[src/rtl/bsg_manycore_host_arb_pkg.sv]
// Shared types and helpers for the host-link arbiter: FSM state encoding
// and the width of the requester id stamped into packet tag fields.
package bsg_manycore_host_arb_pkg;

  typedef enum logic [0:0] {e_idle, e_hold} arb_state_e;

  // A single requester still needs one stamp bit so the tag slice is never empty.
  function automatic int id_width(input int n);
    return (n > 1) ? $clog2(n) : 1;
  endfunction

endpackage

[src/rtl/bsg_arb_round_robin.sv]
// Combinational round-robin pick: first asserted request at or after ptr_i, with wrap.
module bsg_arb_round_robin #(
  parameter int width_p    = 3,
  parameter int id_width_p = 2
) (
  input  logic [width_p-1:0]    reqs_i,
  input  logic [id_width_p-1:0] ptr_i,
  output logic [id_width_p-1:0] grant_id_o,
  output logic                  v_o
);

  int                    idx;
  logic [id_width_p-1:0] idx_w;

  // Scan from farthest to nearest so the nearest requester overwrites last.
  always_comb begin
    v_o        = 1'b0;
    grant_id_o = '0;
    idx        = 0;
    idx_w      = '0;
    for (int k = width_p - 1; k >= 0; k--) begin
      idx   = (int'(ptr_i) + k) % width_p;
      idx_w = id_width_p'(idx);
      if (reqs_i[idx_w]) begin
        v_o        = 1'b1;
        grant_id_o = idx_w;
      end
    end
  end

endmodule

[src/rtl/bsg_manycore_host_arb_counter.sv]
// Saturating up/down counter; simultaneous up and down cancel.
// err_o flags an increment at max or a decrement at zero.
module bsg_manycore_host_arb_counter #(
  parameter int max_val_p  = 16,
  parameter int init_val_p = 0,
  parameter int width_p    = $clog2(max_val_p + 1)
) (
  input  logic               clk_i,
  input  logic               reset_i,
  input  logic               up_i,
  input  logic               down_i,
  output logic [width_p-1:0] count_o,
  output logic               err_o
);

  logic inc, dec, at_max, at_zero;

  assign inc     = up_i & ~down_i;
  assign dec     = down_i & ~up_i;
  assign at_max  = (count_o == width_p'(max_val_p));
  assign at_zero = (count_o == '0);
  assign err_o   = (inc & at_max) | (dec & at_zero);

  always_ff @(posedge clk_i) begin
    if (reset_i)                count_o <= width_p'(init_val_p);
    else if (inc && !at_max)    count_o <= count_o + 1'b1;
    else if (dec && !at_zero)   count_o <= count_o - 1'b1;
  end

endmodule

[src/rtl/bsg_manycore_host_link_arbiter.sv]
// Shares the host-facing manycore IO endpoint among num_req_p requesters:
// round-robin issue with credit flow control, id-stamped tags, response demux.
module bsg_manycore_host_link_arbiter
  import bsg_manycore_host_arb_pkg::*;
#(
  parameter int num_req_p         = 3,
  parameter int pkt_width_p       = 128,
  parameter int rsp_width_p       = 64,
  parameter int req_tag_lsb_p     = 8,
  parameter int rsp_tag_lsb_p     = 0,
  parameter int max_out_credits_p = 32,
  parameter int max_req_out_p     = 16
) (
  input  logic                                  clk_i,
  input  logic                                  reset_i,
  input  logic [num_req_p-1:0]                  req_v_i,
  input  logic [num_req_p-1:0][pkt_width_p-1:0] req_pkt_i,
  input  logic [num_req_p-1:0]                  req_expect_rsp_i,
  output logic [num_req_p-1:0]                  req_ready_o,
  output logic                                  pkt_v_o,
  output logic [pkt_width_p-1:0]                pkt_o,
  input  logic                                  pkt_ready_i,
  input  logic                                  credit_return_i,
  input  logic                                  rsp_v_i,
  input  logic [rsp_width_p-1:0]                rsp_pkt_i,
  output logic                                  rsp_yumi_o,
  output logic [num_req_p-1:0]                  rsp_v_o,
  output logic [rsp_width_p-1:0]                rsp_pkt_o,
  input  logic [num_req_p-1:0]                  rsp_yumi_i,
  output logic                                  busy_o,
  output logic                                  err_o
);

  localparam int id_width_lp   = id_width(num_req_p);
  localparam int cnt_width_lp  = $clog2(max_req_out_p + 1);
  localparam int cred_width_lp = $clog2(max_out_credits_p + 1);

  arb_state_e                              state_r, state_n;
  logic [id_width_lp-1:0]                  ptr_r, hold_id_r, arb_id, grant_id;
  logic [id_width_lp-1:0]                  rsp_id, rsp_idx;
  logic                                    arb_v, issue, send, cred_err, err_r;
  logic                                    rsp_id_ok, rsp_good;
  logic [num_req_p-1:0]                    eligible, cnt_up, cnt_down, cnt_err;
  logic [cred_width_lp-1:0]                credits;
  logic [num_req_p-1:0][cnt_width_lp-1:0]  out_cnt;

  always_comb begin
    eligible = '0;
    for (int i = 0; i < num_req_p; i++)
      eligible[i] = req_v_i[i] & (credits != '0)
                  & (~req_expect_rsp_i[i] | (out_cnt[i] < cnt_width_lp'(max_req_out_p)));
  end

  bsg_arb_round_robin #(.width_p(num_req_p), .id_width_p(id_width_lp)) rr (
    .reqs_i(eligible), .ptr_i(ptr_r), .grant_id_o(arb_id), .v_o(arb_v)
  );

  // State register; a held grant is latched only on the IDLE->HOLD transition.
  always_ff @(posedge clk_i) begin
    if (reset_i) begin
      state_r   <= e_idle;
      ptr_r     <= '0;
      hold_id_r <= '0;
    end else begin
      state_r <= state_n;
      if (state_r == e_idle && state_n == e_hold) hold_id_r <= arb_id;
      if (send) ptr_r <= (grant_id == id_width_lp'(num_req_p - 1)) ? '0 : grant_id + 1'b1;
    end
  end

  always_comb begin
    state_n = state_r;
    case (state_r)
      e_idle:  if (arb_v && !pkt_ready_i) state_n = e_hold;
      e_hold:  if (pkt_ready_i)           state_n = e_idle;
      default: state_n = e_idle;
    endcase
  end

  // Issue path is combinational from request to endpoint in IDLE.
  always_comb begin
    grant_id    = (state_r == e_hold) ? hold_id_r : arb_id;
    issue       = ~reset_i & ((state_r == e_hold) | arb_v);
    send        = issue & pkt_ready_i;
    pkt_v_o     = issue;
    pkt_o       = req_pkt_i[grant_id];
    pkt_o[req_tag_lsb_p +: id_width_lp] = grant_id;
    req_ready_o = '0;
    req_ready_o[grant_id] = send;
  end

  bsg_manycore_host_arb_counter #(
    .max_val_p(max_out_credits_p), .init_val_p(max_out_credits_p), .width_p(cred_width_lp)
  ) credit_cnt (
    .clk_i, .reset_i, .up_i(credit_return_i), .down_i(send),
    .count_o(credits), .err_o(cred_err)
  );

  for (genvar i = 0; i < num_req_p; i++) begin : g_out
    assign cnt_up[i]   = send & (grant_id == id_width_lp'(i)) & req_expect_rsp_i[i];
    assign cnt_down[i] = rsp_v_o[i] & rsp_yumi_i[i];
    bsg_manycore_host_arb_counter #(
      .max_val_p(max_req_out_p), .init_val_p(0), .width_p(cnt_width_lp)
    ) out_cnt_inst (
      .clk_i, .reset_i, .up_i(cnt_up[i]), .down_i(cnt_down[i]),
      .count_o(out_cnt[i]), .err_o(cnt_err[i])
    );
  end

  // Responses with an unknown id or no matching outstanding request are dropped.
  assign rsp_id = rsp_pkt_i[rsp_tag_lsb_p +: id_width_lp];

  always_comb begin
    rsp_id_ok  = (int'(rsp_id) < num_req_p);
    rsp_idx    = rsp_id_ok ? rsp_id : '0;
    rsp_good   = rsp_id_ok & (out_cnt[rsp_idx] != '0);
    rsp_v_o    = '0;
    rsp_v_o[rsp_idx] = ~reset_i & rsp_v_i & rsp_good;
    rsp_yumi_o = ~reset_i & rsp_v_i & (rsp_good ? rsp_yumi_i[rsp_idx] : 1'b1);
    rsp_pkt_o  = rsp_pkt_i;
  end

  always_ff @(posedge clk_i) begin
    if (reset_i) err_r <= 1'b0;
    else         err_r <= err_r | cred_err | (|cnt_err) | (rsp_v_i & ~rsp_good);
  end

  assign err_o  = err_r;
  assign busy_o = (credits != cred_width_lp'(max_out_credits_p)) | (|out_cnt)
                | (state_r == e_hold);

endmodule

[config.mk]
export PLATFORM = sky130hd
export DESIGN_NAME = bsg_manycore_host_link_arbiter
export DESIGN_NICKNAME = d
export VERILOG_FILES = /design/src/rtl/bsg_manycore_host_arb_pkg.sv /design/src/rtl/bsg_arb_round_robin.sv /design/src/rtl/bsg_manycore_host_arb_counter.sv /design/src/rtl/bsg_manycore_host_link_arbiter.sv
export SDC_FILE = /design/constraint.sdc
export NUM_CORES = 1
export LEC_CHECK = 0
export CAP_MARGIN = 40
export CORE_AREA = 2 2 255 257
export CTS_CLUSTER_SIZE = 28
export DETAILED_ROUTE_END_ITERATION = 6
export DIE_AREA = 0 0 257 259
export GPL_TIMING_DRIVEN = 0
export PLACE_DENSITY = 0.42
export SLEW_MARGIN = 20
export SYNTH_ARGS = -nofsm -noshare
export SYNTH_HDL_FRONTEND = slang
export SYNTH_SLANG_ARGS = --single-unit
[constraint.sdc]
create_clock -name clk_i -period 4 [get_ports clk_i]
set_input_delay 0.8 -clock clk_i [delete_from_list [all_inputs] [get_ports clk_i]]
set_output_delay 0.8 -clock clk_i [all_outputs]
set_load 0.05 [all_outputs]
==> summary.txt <==
Flow run
  – Max-Cap Viols: 0

Synthesis
  – Fraction of registers with async set/reset: 0
  – Yosys top cell area share: 0.2599
  – Register bit total from synthesis: 27
  – Syn nets: 1130
  – Number of synthesized flops with an enable pin: 0
  – Synth area leader: a222oi_1
  – Yosys warns: 0
  – Register area share after synthesis: 0.1114
  – Post-Syn Area: 4852 um2
  – Area contributors post-synth: a222oi_1, dfxtp_1, inv_1
  – Top FF cell, synth: dfxtp_1
  – Unique masters post-synth: 69
  – Cell count after synthesis: 645
  – Syn avg cell area: 7.523 um2

Floorplan
  – Num ports: 664
  – Core Region: 63880 um2
  – Die area: 66560 um2
  – Initial Util: 0.07595
  – Die height: 259 um
  – Row cnt: 93
  – Die Width: 257 um

Detailed routing
  – Vias post-DR: 8181
  – TritonRoute pass-1 iters: 7
  – Antenna-violating nets left: 0
  – Wirelength, routed: 51.76 mm
  – DRC viols: 44
  – Initial DRC count: 1093
  – Via density: 3.828
  – Wire length per cell: 24.22 um

Pwr
  – P_leak: 5.534 nW
  – P per Cell Area: 421.2 nW/um2
  – Power, Total: 5.413 mW
  – Peak VDD IR: 0.2488 mV

Placement
  – Hpwl dp: 44.82 mm
  – Cell Area, Placed: 11910 um2
  – Post-place setup slack: -2.156 ns
  – Port buffer count: 594
  – Dpl cells: 2096
  – Placer's final routability congestion estimate: 0.8790

Critical path
  – Worst path slowest cell: a222oi_1
  – Worst r2r src: ptr_r[0]
  – Buf/Inv on CP: 6
  – Delay of the slowest cell on the worst path: 0.51 ns
  – Setup crit start kind: primary input
  – WP data arrival: 3.34 ns
  – CP most frequent cell: clkbuf_16
  – Reg2reg setup slack: 0.32 ns
  – Delay-heaviest family, CP: compound AO/OA/AOI/OAI gates
  – Setup CP Type: in2out
  – Reg2reg path depth: 17
  – Worst reg2reg endpoint: g_out[0].out_cnt_inst.count_o[4]
  – Crit-path cells: buf_8, a21boi_4, a311o_1, a211oi_2, a211o_1, nand2_2, clkbuf_16, buf_12, clkbuf_16, a222oi_1, inv_1, buf_6
  – Crit path max fanout: 7
  – WP data required: 3.20 ns
  – Crit. End Element: output port

CTS
  – Num CTS Buffers: 3
  – Number of hold buffers added after CTS: 0
  – Reg clk slew, reported paths: 0.07 ns
  – Htree depth: 1
  – CTS tree: built
  – Clk_lat worst skew: 0.27 ns
  – CTS Root Cell: clkbuf_16
  – Total clock sinks: 27
  – Max Root-Sink Buffers: 2

STA
  – Slew HR: 0.4956
  – Tmin final: 4.142 ns
  – Peak Freq: 241.4 MHz
  – RSZ-0062 raised after global routing: true
  – Setup violators final: 12
  – Fin Clk Skew: 0.007588 ns
  – Final hold vios: 0
  – Max-slew violation count: 0
  – Worst setup margin: -0.1420 ns
  – Least-Margin Pin Slew: 0.7542 ns
  – Final period util: 1.036
  – Hold Slack: 0.5133 ns

Final layout
  – Finished Layout Cells: 2137
  – Most common cell after layout, fill and taps aside: clkdlybuf4s50_1
  – Final nets: 1764
  – Post-route cell area: 12850 um2
  – Highest-count cells in the layout ignoring fill and taps: clkdlybuf4s50_1, inv_1, a222oi_1, buf_4, buf_6
  – Share of cells above drive strength 1: 0.2551
  – Area growth from synthesis to layout: 164.9%

Global routing
  – First-pass GRT wire length: 67.19 mm
  – GRT overflow: 0
  – Pin count of the biggest net entering global routing: 18
  – Antenna violations before repair: 51
  – All-layer global routing usage: 0.1437
  – Vias in the first global route: 7955

Run status
  – Failing checks: design-rule violations, negative setup slack
  – Status: finished, violations left

Worst hold path
  – Hold Path Class: reg2reg
  – Worst hold start: ptr_r[0]
  – Hold Path Depth: 2
  – Hold Path Sink: ptr_r[0]
[through the flow]
step,util,TNS [ns]
3_3_place_gp,0.1859,-238.79
5_1_grt,0.2011,-3.523
3_5_place_dp,0.1864,-193.71
4_1_cts,0.1899,-0.01391
6_report,0.2012,-0.4277
2_1_floorplan,-,0
[worst max-delay path by stage]
stage	from	endpoint	slack, ns	depth (start not counted)
final	req_v_i[2]	pkt_o[46]	-0.14	12
after global routing	req_v_i[2]	pkt_o[46]	-0.19	12
after CTS	req_v_i[2]	pkt_o[46]	-0.01	12
after detailed placement	req_v_i[2]	pkt_o[122]	-2.16	12
after global placement	req_v_i[2]	pkt_o[122]	-2.40	11
after floorplan	rsp_pkt_i[1]	g_out[2].out_cnt_inst.count_o[4]	0.21	13
[tightest hold or removal path, cell delays in order, from the launching register on]
cell and delay [ns]:
dfxtp_2 0.34, inv_2 0.07, a211oi_1 0.06
[layout make-up]
type	instances	area (um2)
Clock buffer	3	75.07
Multi-Input combinational cell	362	3198
Fill cell	7072	51030
Tap cell	855	1070
Timing Repair Buffer	632	6419
Buffer	113	1002
Antenna cell	4	10.01
Inverter	140	525.5
Clock inverter	1	8.758
Sequential cell	27	543.0
[flip-flops by register name, indices dropped and copies added (netlist names)]
name,count
state_r,1
hold_id_r,2
g_out.out_cnt_inst.count_o,15
credit_cnt.count_o,6
err_o,1
ptr_r,2
[Yosys cell counts (all sizes together) (5+ instances only)]
master,instances
inv,140
a222oi,126
buf,84
clkbuf,32
nor2,31
dfxtp,27
a21oi,22
nand2,20
ha,19
mux2i,12
o21ai,11
xnor2,10
a21o,8
nand3,8
a211oi,7
nand2b,6
o211ai,5
o22ai,5
[routing by layer]
layer | wire, um | track usage | share of wire | up-vias
li1 | - | - | - | 3684
met1 | 20160 | 0.1688 | 0.39 | 3873
met2 | 23360 | 0.2307 | 0.45 | 486
met3 | 7117 | 0.08660 | 0.14 | 88
met4 | 798 | 0.01453 | 0.015 | 50
met5 | 325 | 0 | 0.0063 | -
[timing repair]
item / 4_1_cts / 5_1_grt
pin swaps: 27 / 88
resized for setup: 762 / 321
endpoints found under the setup margin: 142 / 131
setup buffers: 18 / 5
gates cloned: 7 / 5
[logic make-up after synthesis]
kind of cell               synth area share
AOI/OAI and AO/OA                    0.3894
DFF                                  0.1114
and+or+nand+nor                      0.1261
muxes                               0.02862
xor gates and xnor gates            0.02527
adders and majority gates           0.06550
buffers and inverters                0.2537
[report_power, final]
part	total (mW)	internal, mW	switching, mW
sequential	0.366	0.313	0.0526
combinational	4.80	1.98	2.82
clock	0.246	0.139	0.107
total	5.41	2.44	2.98
Power figures use the tool's default switching activity.
